==> config.mk <==
export PLATFORM = sky130hd
export DESIGN_NAME = voxel_mem_arbiter_flat
export DESIGN_NICKNAME = d
export VERILOG_FILES = /design/src/rtl/voxel_mem_arbiter_if.sv /design/src/rtl/voxel_mem_arbiter.sv /design/src/flat_wrapper.sv
export SDC_FILE = /design/constraint.sdc
export NUM_CORES = 1
export LEC_CHECK = 0
export CORE_MARGIN = 2
export CORE_UTILIZATION = 45
export CTS_CLUSTER_SIZE = 8
export DETAILED_ROUTE_END_ITERATION = 8
export GPL_ROUTABILITY_DRIVEN = 0
export PLACE_DENSITY = 0.8
export SLEW_MARGIN = 40
export SYNTH_ARGS = -nofsm -noshare
export SYNTH_HDL_FRONTEND = slang
export SYNTH_SLANG_ARGS = --single-unit
==> constraint.sdc <==
create_clock -name clk -period 2.2 [get_ports clk]
set_clock_uncertainty 0.1 [all_clocks]
set_input_delay 0.22 -clock clk [delete_from_list [all_inputs] [get_ports clk]]
set_output_delay 0.22 -clock clk [all_outputs]
set_load 0.01 [all_outputs]
==> src/rtl/voxel_mem_arbiter_if.sv <==
// voxel_mem_arbiter_if: requester, scene-loader, clear-control and RAM-side signals of the voxel RAM arbiter.
interface voxel_mem_arbiter_if #(parameter int ADDR_BITS = 15);
    logic                 rd_req_a;
    logic                 rd_req_b;
    logic [ADDR_BITS-1:0] rd_addr_a;
    logic [ADDR_BITS-1:0] rd_addr_b;
    logic                 rd_gnt_a;
    logic                 rd_gnt_b;
    logic                 rd_valid_a;
    logic                 rd_valid_b;
    logic                 rd_data;
    logic                 wr_req;
    logic [ADDR_BITS-1:0] wr_addr;
    logic                 wr_data;
    logic                 wr_gnt;
    logic                 clr_start;
    logic                 clr_busy;
    logic                 clr_done;
    logic [ADDR_BITS-1:0] ram_raddr;
    logic                 ram_rdata;
    logic                 ram_we;
    logic [ADDR_BITS-1:0] ram_waddr;
    logic                 ram_wdata;

    modport slave (
        input  rd_req_a, rd_req_b, rd_addr_a, rd_addr_b, wr_req, wr_addr, wr_data, clr_start, ram_rdata,
        output rd_gnt_a, rd_gnt_b, rd_valid_a, rd_valid_b, rd_data, wr_gnt, clr_busy, clr_done,
               ram_raddr, ram_we, ram_waddr, ram_wdata
    );

    modport master (
        output rd_req_a, rd_req_b, rd_addr_a, rd_addr_b, wr_req, wr_addr, wr_data, clr_start, ram_rdata,
        input  rd_gnt_a, rd_gnt_b, rd_valid_a, rd_valid_b, rd_data, wr_gnt, clr_busy, clr_done,
               ram_raddr, ram_we, ram_waddr, ram_wdata
    );
endinterface

==> src/rtl/voxel_mem_arbiter.sv <==
// voxel_mem_arbiter: round-robin read arbitration, write port and bulk clear engine in front of the voxel RAM.
module voxel_mem_arbiter #(
    parameter int ADDR_BITS = 15,
    parameter int RD_LAT    = 2
) (
    input logic                 clk,
    input logic                 rst_n,
    voxel_mem_arbiter_if.slave  bus
);
    typedef enum logic [1:0] {IDLE, CLEAR, DONE} state_t;

    localparam logic [ADDR_BITS-1:0] LAST_ADDR = '1;

    state_t               state, state_nxt;
    logic [ADDR_BITS-1:0] cnt, cnt_nxt;
    logic [ADDR_BITS-1:0] raddr_q, waddr_q;
    logic                 wdata_q;
    logic                 last;
    logic [RD_LAT-1:0]    pv, pid;
    logic                 idle, clearing;

    always_ff @(posedge clk or negedge rst_n) begin
        if (!rst_n) begin
            state <= IDLE;
            cnt   <= '0;
        end else begin
            state <= state_nxt;
            cnt   <= cnt_nxt;
        end
    end

    always_comb begin
        state_nxt = state;
        cnt_nxt   = cnt;
        if (state == IDLE && bus.clr_start) begin
            state_nxt = CLEAR;
            cnt_nxt   = '0;
        end else if (state == CLEAR) begin
            cnt_nxt   = cnt + 1'b1;
            state_nxt = (cnt == LAST_ADDR) ? DONE : CLEAR;
        end else if (state == DONE) begin
            state_nxt = IDLE;
        end
    end

    assign idle     = state == IDLE;
    assign clearing = state == CLEAR;

    // last=1 means B was granted most recently, so A wins the next tie
    assign bus.rd_gnt_a = idle & bus.rd_req_a & (~bus.rd_req_b | last);
    assign bus.rd_gnt_b = idle & bus.rd_req_b & (~bus.rd_req_a | ~last);
    assign bus.wr_gnt   = bus.wr_req & idle & ~bus.clr_start;

    assign bus.ram_raddr = bus.rd_gnt_a ? bus.rd_addr_a : bus.rd_gnt_b ? bus.rd_addr_b : raddr_q;
    assign bus.ram_we    = clearing | bus.wr_gnt;
    assign bus.ram_waddr = clearing ? cnt : bus.wr_gnt ? bus.wr_addr : waddr_q;
    assign bus.ram_wdata = ~clearing & (bus.wr_gnt ? bus.wr_data : wdata_q);

    assign bus.clr_busy   = clearing;
    assign bus.clr_done   = state == DONE;
    assign bus.rd_valid_a = pv[RD_LAT-1] & ~pid[RD_LAT-1];
    assign bus.rd_valid_b = pv[RD_LAT-1] & pid[RD_LAT-1];
    assign bus.rd_data    = pv[RD_LAT-1] & bus.ram_rdata;

    always_ff @(posedge clk or negedge rst_n) begin
        if (!rst_n) begin
            last    <= 1'b1;
            raddr_q <= '0;
            waddr_q <= '0;
            wdata_q <= 1'b0;
            pv      <= '0;
            pid     <= '0;
        end else begin
            if (bus.rd_gnt_a | bus.rd_gnt_b)
                last <= bus.rd_gnt_b;
            raddr_q <= bus.ram_raddr;
            waddr_q <= bus.ram_waddr;
            wdata_q <= bus.ram_wdata;
            pv      <= (pv << 1) | RD_LAT'(bus.rd_gnt_a | bus.rd_gnt_b);
            pid     <= (pid << 1) | RD_LAT'(bus.rd_gnt_b);
        end
    end
endmodule
==> src/flat_wrapper.sv <==
// flat-port wrapper written by rule: the top's interface ports become plain ports
module voxel_mem_arbiter_flat 
#(
    parameter int ADDR_BITS = 15,
    parameter int RD_LAT    = 2
)
  (clk, rst_n, bus_rd_req_a, bus_rd_req_b, bus_rd_addr_a, bus_rd_addr_b, bus_wr_req, bus_wr_addr, bus_wr_data, bus_clr_start, bus_ram_rdata, bus_rd_gnt_a, bus_rd_gnt_b, bus_rd_valid_a, bus_rd_valid_b, bus_rd_data, bus_wr_gnt, bus_clr_busy, bus_clr_done, bus_ram_raddr, bus_ram_we, bus_ram_waddr, bus_ram_wdata);
  voxel_mem_arbiter_if #(.ADDR_BITS(ADDR_BITS)) bus_i ();
  input logic clk;
  input logic rst_n;
  input wire logic [$bits(bus_i.rd_req_a)-1:0] bus_rd_req_a;
  input wire logic [$bits(bus_i.rd_req_b)-1:0] bus_rd_req_b;
  input wire logic [$bits(bus_i.rd_addr_a)-1:0] bus_rd_addr_a;
  input wire logic [$bits(bus_i.rd_addr_b)-1:0] bus_rd_addr_b;
  input wire logic [$bits(bus_i.wr_req)-1:0] bus_wr_req;
  input wire logic [$bits(bus_i.wr_addr)-1:0] bus_wr_addr;
  input wire logic [$bits(bus_i.wr_data)-1:0] bus_wr_data;
  input wire logic [$bits(bus_i.clr_start)-1:0] bus_clr_start;
  input wire logic [$bits(bus_i.ram_rdata)-1:0] bus_ram_rdata;
  output wire logic [$bits(bus_i.rd_gnt_a)-1:0] bus_rd_gnt_a;
  output wire logic [$bits(bus_i.rd_gnt_b)-1:0] bus_rd_gnt_b;
  output wire logic [$bits(bus_i.rd_valid_a)-1:0] bus_rd_valid_a;
  output wire logic [$bits(bus_i.rd_valid_b)-1:0] bus_rd_valid_b;
  output wire logic [$bits(bus_i.rd_data)-1:0] bus_rd_data;
  output wire logic [$bits(bus_i.wr_gnt)-1:0] bus_wr_gnt;
  output wire logic [$bits(bus_i.clr_busy)-1:0] bus_clr_busy;
  output wire logic [$bits(bus_i.clr_done)-1:0] bus_clr_done;
  output wire logic [$bits(bus_i.ram_raddr)-1:0] bus_ram_raddr;
  output wire logic [$bits(bus_i.ram_we)-1:0] bus_ram_we;
  output wire logic [$bits(bus_i.ram_waddr)-1:0] bus_ram_waddr;
  output wire logic [$bits(bus_i.ram_wdata)-1:0] bus_ram_wdata;
  assign bus_i.rd_req_a = bus_rd_req_a;
  assign bus_i.rd_req_b = bus_rd_req_b;
  assign bus_i.rd_addr_a = bus_rd_addr_a;
  assign bus_i.rd_addr_b = bus_rd_addr_b;
  assign bus_i.wr_req = bus_wr_req;
  assign bus_i.wr_addr = bus_wr_addr;
  assign bus_i.wr_data = bus_wr_data;
  assign bus_i.clr_start = bus_clr_start;
  assign bus_i.ram_rdata = bus_ram_rdata;
  assign bus_rd_gnt_a = bus_i.rd_gnt_a;
  assign bus_rd_gnt_b = bus_i.rd_gnt_b;
  assign bus_rd_valid_a = bus_i.rd_valid_a;
  assign bus_rd_valid_b = bus_i.rd_valid_b;
  assign bus_rd_data = bus_i.rd_data;
  assign bus_wr_gnt = bus_i.wr_gnt;
  assign bus_clr_busy = bus_i.clr_busy;
  assign bus_clr_done = bus_i.clr_done;
  assign bus_ram_raddr = bus_i.ram_raddr;
  assign bus_ram_we = bus_i.ram_we;
  assign bus_ram_waddr = bus_i.ram_waddr;
  assign bus_ram_wdata = bus_i.ram_wdata;
  voxel_mem_arbiter #(.ADDR_BITS(ADDR_BITS), .RD_LAT(RD_LAT)) u_core (.clk(clk), .rst_n(rst_n), .bus(bus_i));
endmodule
### Word-level counts from Yosys, hierarchy flattened

Cells that the tools add are included.

* bits in registers: 53
* input port bits: 53
* output and inout port bits: 40
* word-level logic and storage cells: 50

* $add $sub $neg: 1
* equal/unequal tests: 3
* multiplexer cells: 11
* bitwise gates (word level): 23
* reductions and logical operators: 4

Operators with widths (count)
* 15-bit 2-to-1 mux: 6
* 15-bit by 1-bit adder with 15-bit output, second input constant: 1
* 15-bit equality test, second input constant: 1
* 1-bit bitwise AND: 10
* 2-bit 2-to-1 mux: 4
* 1-bit inverter: 6
* 1-bit bitwise OR: 5
* 3-bit nonzero test: 1
* 2-bit by 1-bit equality test with 1-bit output, second input constant: 1
* 2-bit equality test, second input constant: 1
* 2-bit zero test: 1
* 2-bit by 1-bit bitwise OR with 2-bit output: 1
* 2-bit bitwise OR: 1
* 2-bit nonzero test: 1
* 1-bit logical AND: 1
* 1-bit 2-to-1 mux: 1

### Depth between registers and ports, before layout

Gate-level depths: netlist (run 1).

* depth in word-level cells: 5
* depth in mapped cells: 6
* gate-level depth less buffers: 4

### Worst setup path before layout (run 1)

OpenSTA, ideal clock, no wires.

* path type: register to output
* start: register u_core.state[0]
* end: output port bus_ram_raddr[10]
* arrival: 1.631 ns
* data required time: 1.880 ns
* path slack: 0.249 ns
* cell stages (with the launch flop): 7
* path buffers: 3
* cells stage by stage: dfrtp_1 > or3b_1 > clkbuf_2 > or2_1 > buf_6 > buf_6 > a31oi_1

* cells in the longest elaborated chain, start to end: 5
* elaborated cells on any way between the ends: 7
* classes of those cells: 2 x mux; 4 x bitwise; 1 x reduce/logical

Ends and longest elaborated chain
* start, declared: line voxel_mem_arbiter.sv:14 `state_t state, state_nxt;`
* start signal, assigned: line voxel_mem_arbiter.sv:27 `state <= state_nxt;`
* 2-bit zero test (*): line voxel_mem_arbiter.sv:46 `assign idle = state == IDLE;`
* 1-bit bitwise AND (2 in a row): line voxel_mem_arbiter.sv:51 `assign bus.rd_gnt_b = idle & bus.rd_req_b & (~bus.rd_req_a | ~last);`
* 15-bit 2-to-1 mux: line voxel_mem_arbiter.sv:54 `assign bus.ram_raddr = bus.rd_gnt_a ? bus.rd_addr_a : bus.rd_gnt_b ? bus.rd_addr_b : raddr_q;`
* 15-bit 2-to-1 mux (*): line voxel_mem_arbiter.sv:54
* end, declared: line flat_wrapper.sv:28 `output wire logic [$bits(bus_i.ram_raddr)-1:0] bus_ram_raddr;`

Mark *: on every way between the ends. The rest lies on a longest branch, timed or not.

### Worst setup path after layout (run 1)

* start: register u_core.state[0]
* end: output port bus_ram_waddr[5]

* cells in the longest elaborated chain, start to end: 5
* elaborated cells on any way between the ends: 6
* classes of those cells: 1 x eq/ne; 2 x mux; 2 x bitwise; 1 x reduce/logical

Ends and longest elaborated chain
* 2-bit zero test: line voxel_mem_arbiter.sv:46
* 1-bit bitwise AND (2 in a row): line voxel_mem_arbiter.sv:52 `assign bus.wr_gnt = bus.wr_req & idle & ~bus.clr_start;`
* 15-bit 2-to-1 mux: line voxel_mem_arbiter.sv:56 `assign bus.ram_waddr = clearing ? cnt : bus.wr_gnt ? bus.wr_addr : waddr_q;`
* 15-bit 2-to-1 mux (*): line voxel_mem_arbiter.sv:56
* end, declared: line flat_wrapper.sv:30 `output wire logic [$bits(bus_i.ram_waddr)-1:0] bus_ram_waddr;`

Marked as above.

==> results of run 1 <==
[layer usage]
metal	track usage [%]	share of wire [%]
met5	0	0
met4	4.068	0.60
met3	5.730	5.8
met2	47.50	54
met1	28.74	40
[cell usage after synthesis (2+ instances only)]
cell       n
nor4_1     2
a31oi_1   15
nand3b_1   2
and3_1     3
nand2_1   28
o21ai_0   31
nor2_1     5
mux2i_1   24
inv_1      4
o211ai_1   2
or3b_1     2
a21oi_1    3
clkbuf_1  14
dfrtp_1   52
buf_6      2
nand3_1   22
o31ai_1    2
buf_2      3
nor2b_1    2
nand2b_1   2
and4_1     4
nor3_1    17
nand4_1    7
and2_1     2
[sequential cells by signal, summed over array words and instances, names as in the netlist]
register	cells
u_core.cnt	15
u_core.raddr_q	15
u_core.waddr_q	15
u_core.pid	2
u_core.pv	2
u_core.state	2
u_core.last	1
u_core.wdata_q	1
[power by group through the flow]
| stage | combinational [µW] | sequential (µW) | clock [µW] |
|---|---|---|---|
| finish | 946 | 1340 | 688 |
| global route | 1040 | 1370 | 749 |
| CTS | 889 | 1320 | 694 |
| detailed placement | 863 | 1340 | 0 |
| global placement | 839 | 1330 | 0 |
| floorplan | 400 | 1280 | 0 |
[cell type report]
| cell class | count | area, µm² |
|---|---|---|
| multi-input cells | 189 | 1414 |
| fillers | 372 | 1329 |
| well taps | 72 | 90.09 |
| repair buffers | 143 | 1249 |
| clock buffers | 7 | 86.33 |
| clock inverters | 1 | 30.03 |
| flip-flops and latches | 53 | 1328 |
| inverters | 4 | 15.01 |
[path summary, 6_finish.rpt]
path	startpoint	end	slack, ns
min in group clk	u_core.pv[0]	u_core.pv[1]	0.26
min reg2reg	u_core.pv[0]	u_core.pv[1]	0.26
max in group asynchronous	rst_n	u_core.last	1.11
max reg2reg	u_core.state[0]	u_core.waddr_q[5]	0.11
max	u_core.state[0]	bus_ram_waddr[5]	-0.13
min	rst_n	u_core.raddr_q[5]	0.26
[per-stage QoR]
step	utilization [%]	instances
floorplan	-	267
global placement	68.13	441
detailed placement	68.13	441
CTS	73.28	471
global route	76.02	469
finish	76.02	469
[cells by family (layout without fill, tap and decap cells)]
family                   after synthesis  after routing  share of synthesized area [%]
AO/OA/AOI/OAI                         58             58                          13.10
flip-flops                            53             53                          50.91
buffers and inverters                 25            155                          4.510
AND/OR/NAND/NOR                      106            106                          21.79
multiplexers                          24             24                          9.213
adder cells (fa/ha/maj)                1              1                         0.4798
[timing repair]
item | 4_1_cts | 5_1_grt
buffers inserted | 21 | 2
pin swaps | 16 | 8
gates resized for setup | 146 | 72
setup endpoints to repair | 36 | 35
hold buffers | 1 | 0
hold endpoints to repair | 15 | 0
==> metrics.txt, run 1 <==
outcome finished, violations left; failing checks setup timing; first-pass GRT wire length 12310 µm; Final min period 2.325 ns; relative slew slack 74.40%; Pins Over Slew Limit 0; CTS tree built; Cells after Synth 267; All-Layer GR Usage 24.96%; synthesized cell area 2608 µm²; Yosys reg bits 53; Primary FF master, synth dfrtp_1; crit-path cells buf_6, nor4b_4, buf_4, buf_6, buf_6, mux2i_1, o21ai_1, buf_2; largest net degree at the start of global routing 31; Hold Crit Class in -> async; # rows 27; Worst Max-Slew Pin Slew 0.3811 ns; Pre-antenna DRT Iters 4; post-synth top area share 49.90%; WHS 0.2605 ns; vias in the first global route 2556; Gate power share 31.8%; clock network power share 23.1%; Pint 2048 µW; endpoint type of the worst setup path output pin; Top Family by Delay on Critical Path buffers and inverters; dpl cell area 3775 µm²; max_cap viols 0; CP max stage delay 0.40 ns; critical-path maximum fanout 6; warnings from Yosys 0; commonest non-fill, non-tap cell in the layout clkdlybuf4s50_1; # nets final 450; PortBufs 92; Sequential Power Share 45.1%; vias per inst 5.497; area of the core 5540 µm²; diodes inserted 0; Buf/Inv on CP 5; syn_area_per_cell 9.766 µm²; Worst Path Arrival 2.01 ns; CTS sink count 53; WS Path Type reg -> out; clock buffer count from CTS 5; Max Clk Rate 0.4301 GHz; share of synthesized registers carrying an async set or reset 100.0%; root buf cell clkbuf_8; Worst EP required 1.88 ns; clk_lat worst skew 0.30 ns; Worst-path clk slew 0.10 ns; WP depth 8; post-synth cell types 41; worst vdd ir 521.3 µV; Startpoint Class register; DR DRC count 0; final worst slack -0.1252 ns; DIE HEIGHT 80.12 µm; syn nets 321; final period utilization 105.7%; FF-to-FF path depth 10; RSZ-0062 raised after global routing true; Sw Ratio 31.15%; Final ANT Viol Nets 0; DR iter-0 viols 136; Critical-path top delay cell dfrtp_1; NetSw 926.7 µW; Final Total Pwr 2975 µW; Top cell by count, worst path buf_6; most frequent cells in the layout clkdlybuf4s50_1 (55), dfrtp_1 (52), buf_4 (33), nand2_1 (28), buf_2 (26); CTS HTree Levels 2; drt total wl 8146 µm; I/O pin cnt 93; Max clock buf depth 2; Setup Viol. Count Final 11; Chip Width 80.12 µm; P_leak 0.001783 µW; Final HPWL DP 5274 µm; share of cells above drive strength 1 31.49%; Final TNS setup -0.6177 ns; Vias 2578; Starting Density 47.06%; leading post-synthesis cells by cell area dfrtp_1 (50%), mux2i_1 (9.2%), o21ai_0 (6.0%); area grow syn2layout 61.52%; Finished Cell Area 4212 µm²; worst slack at placement -0.3774 ns; initial antenna violation count 0; GR Overflow Total 0; Final Hold Viols 0; PD cells 706.3 nW/µm²; post-synth top area cell dfrtp_1; drt wl/cell 17.37 µm; die area 6419 µm²; EDFF count, synth 0; sequential area share after synthesis 50.91%
No activity file was read; power rests on OpenSTA's default activity.
==> run 2: changes to the inputs <==
--- a/config.mk
+++ b/config.mk
@@ -5,7 +5,6 @@
 export SDC_FILE = /design/constraint.sdc
 export NUM_CORES = 1
 export LEC_CHECK = 0
-export CORE_MARGIN = 2
 export CORE_UTILIZATION = 45
 export CTS_CLUSTER_SIZE = 8
 export DETAILED_ROUTE_END_ITERATION = 8
==> run 2 against run 1 <==
Against the previous run: the flow still finishes with violations (setup timing); maximum frequency decreased by 0.68%; power decreased by 3.7%; largest cell class unchanged; register-to-register slack improved by 0.12 ns; worst hold slack got worse by 0.0044 ns; sequential power about the same; combinational power about the same; non-clock buffer count increased by 12; clock power decreased by 18%; worst setup slack got worse by 0.016 ns; critical path depth unchanged; utilization increased by 4.8 points; via count increased by 9.3%.
==> metrics.txt, run 2 (same netlist as run 1, synthesis figures left out) <==
outcome finished, violations left; failing checks setup timing; vias in the first global route 2661; Pre-antenna DRT Iters 4; final worst slack -0.1411 ns; critical-path maximum fanout 6; CTS tree built; GR Overflow Total 0; DR iter-0 viols 181; most frequent cells in the layout clkdlybuf4s50_1 (55), dfrtp_1 (52), buf_4 (39), buf_2 (29), nand2_1 (28); largest net degree at the start of global routing 33; Worst R2R End u_core.raddr_q[7]; Worst EP required 1.88 ns; Max clock buf depth 2; Setup Viol. Count Final 23; Crit Reg-Reg Startpoint u_core.state[0]; GRT busiest layer met2; crit path launch u_core.state[0]; Worst R2R Setup Slack 0.23 ns; commonest non-fill, non-tap cell in the layout clkdlybuf4s50_1; FF-to-FF path depth 6; worst slack at placement -0.4065 ns; global routing usage on met2 48.25%; die area 6103 µm²; P_leak 0.001863 µW; CTS HTree Levels 2; GR Util met3 6.512%; Critical Path Sink bus_ram_waddr[13]; area of the core 5540 µm²; DIE HEIGHT 78.12 µm; drt wl/cell 20.07 µm; relative slew slack 64.27%; Final ANT Viol Nets 0; # nets final 462; WS Path Type reg -> out; dpl cell area 3767 µm²; Final min period 2.341 ns; leading registers by flop count u_core.cnt x15, u_core.raddr_q x15, u_core.waddr_q x15; DR DRC count 0; clock buffer count from CTS 5; Startpoint Class register; worst vdd ir 444.2 µV; Finished Cell Area 4477 µm²; Worst Max-Slew Pin Slew 0.5359 ns; clk_lat worst skew 0.31 ns; Chip Width 78.12 µm; RSZ-0062 raised after global routing true; I/O pin cnt 93; diodes inserted 0; final period utilization 106.4%; root buf cell clkbuf_8; met1 global-route usage 32.41%; PortBufs 92; share of cells above drive strength 1 38.14%; Worst Path Arrival 2.02 ns; vias per inst 5.857; Starting Density 47.06%; first-pass GRT wire length 13000 µm; endpoint type of the worst setup path output pin; Final TNS setup -1.360 ns; Worst-path clk slew 0.10 ns; area grow syn2layout 71.69%; Final Hold Viols 0; Max Clk Rate 0.4271 GHz; drt total wl 9654 µm; # rows 27; PD cells 639.9 nW/µm²; Hold Crit Class reg -> reg; max_cap viols 0; All-Layer GR Usage 27.31%; CTS sink count 53; Final HPWL DP 5167 µm; Vias 2817; initial antenna violation count 0; Pins Over Slew Limit 0
==> run 2: cell types whose count changed in the layout (fill, tap and decap cells not counted), sizes merged <==
cell | previous run | this run
clkbuf | 9 | 7
clkinv | 0 | 3
clkdlybuf4s15 | 3 | 1
bufinv | 1 | 0
dlygate4sd2 | 4 | 2
buf | 78 | 94
==> run 2: worst min path at each step <==
stage,from,end,cells after the start
2_1_floorplan,rst_n,u_core.cnt[0],0
3_3_place_gp,rst_n,u_core.raddr_q[14],1
3_5_place_dp,rst_n,u_core.raddr_q[13],1
4_1_cts,u_core.pid[0],u_core.pid[1],0
5_1_grt,u_core.pid[0],u_core.pid[1],0
6_report,u_core.pid[0],u_core.pid[1],0
==> run 2: metal layers <==
metal  share of wire [%]  wire length (µm)
met3                 6.4               615
met5                   0                 0
met1                  40              3817
met2                  51              4885
met4                 3.5               337
==> run 2: power by group <==
part	leakage [µW]	total (µW)	switching, µW	internal (µW)
clock network	0.0000481	564	338	227
logic	0.00116	946	468	478
registers	0.000656	1350	185	1170
==> run 2: area by class of cell <==
type                       count  area (µm²)
clock buffer                   5       68.82
tap                           72       90.09
inverter                       4       15.01
fill                         303        1064
timing repair buffer         155        1359
multi-input combinational    189        1594
clock inverter                 3       22.52
sequential                    53        1328
==> run 2: critical path, cell delays in order, from the launching register on <==
cell	delay, ns
dfrtp_1	0.40
buf_6	0.14
nor4b_4	0.26
buf_4	0.18
buf_6	0.13
buf_6	0.09
mux2i_1	0.24
o21ai_1	0.12
buf_2	0.15
==> run 2: through the flow <==
stage               instances  power (µW)  util, %  hold slack, ns
detailed placement        440        2175    68.00          0.1252
global placement          440        2143    68.00          0.1185
CTS                       466        2698    73.67          0.2637
global route              481        3015    80.80          0.2686
floorplan                 267        1678        -         -0.1756
finish                    481        2865    80.80          0.2560
==> run 2: what timing repair did <==
| item | in CTS | in global routing |
|---|---|---|
| setup endpoints to repair | 36 | 33 |
| setup buffers | 15 | 16 |
| hold buffers | 1 | 0 |
| hold endpoints to repair | 21 | 0 |
| pin swaps | 14 | 22 |
| resized for setup | 196 | 65 |
| cloned | 2 | 0 |
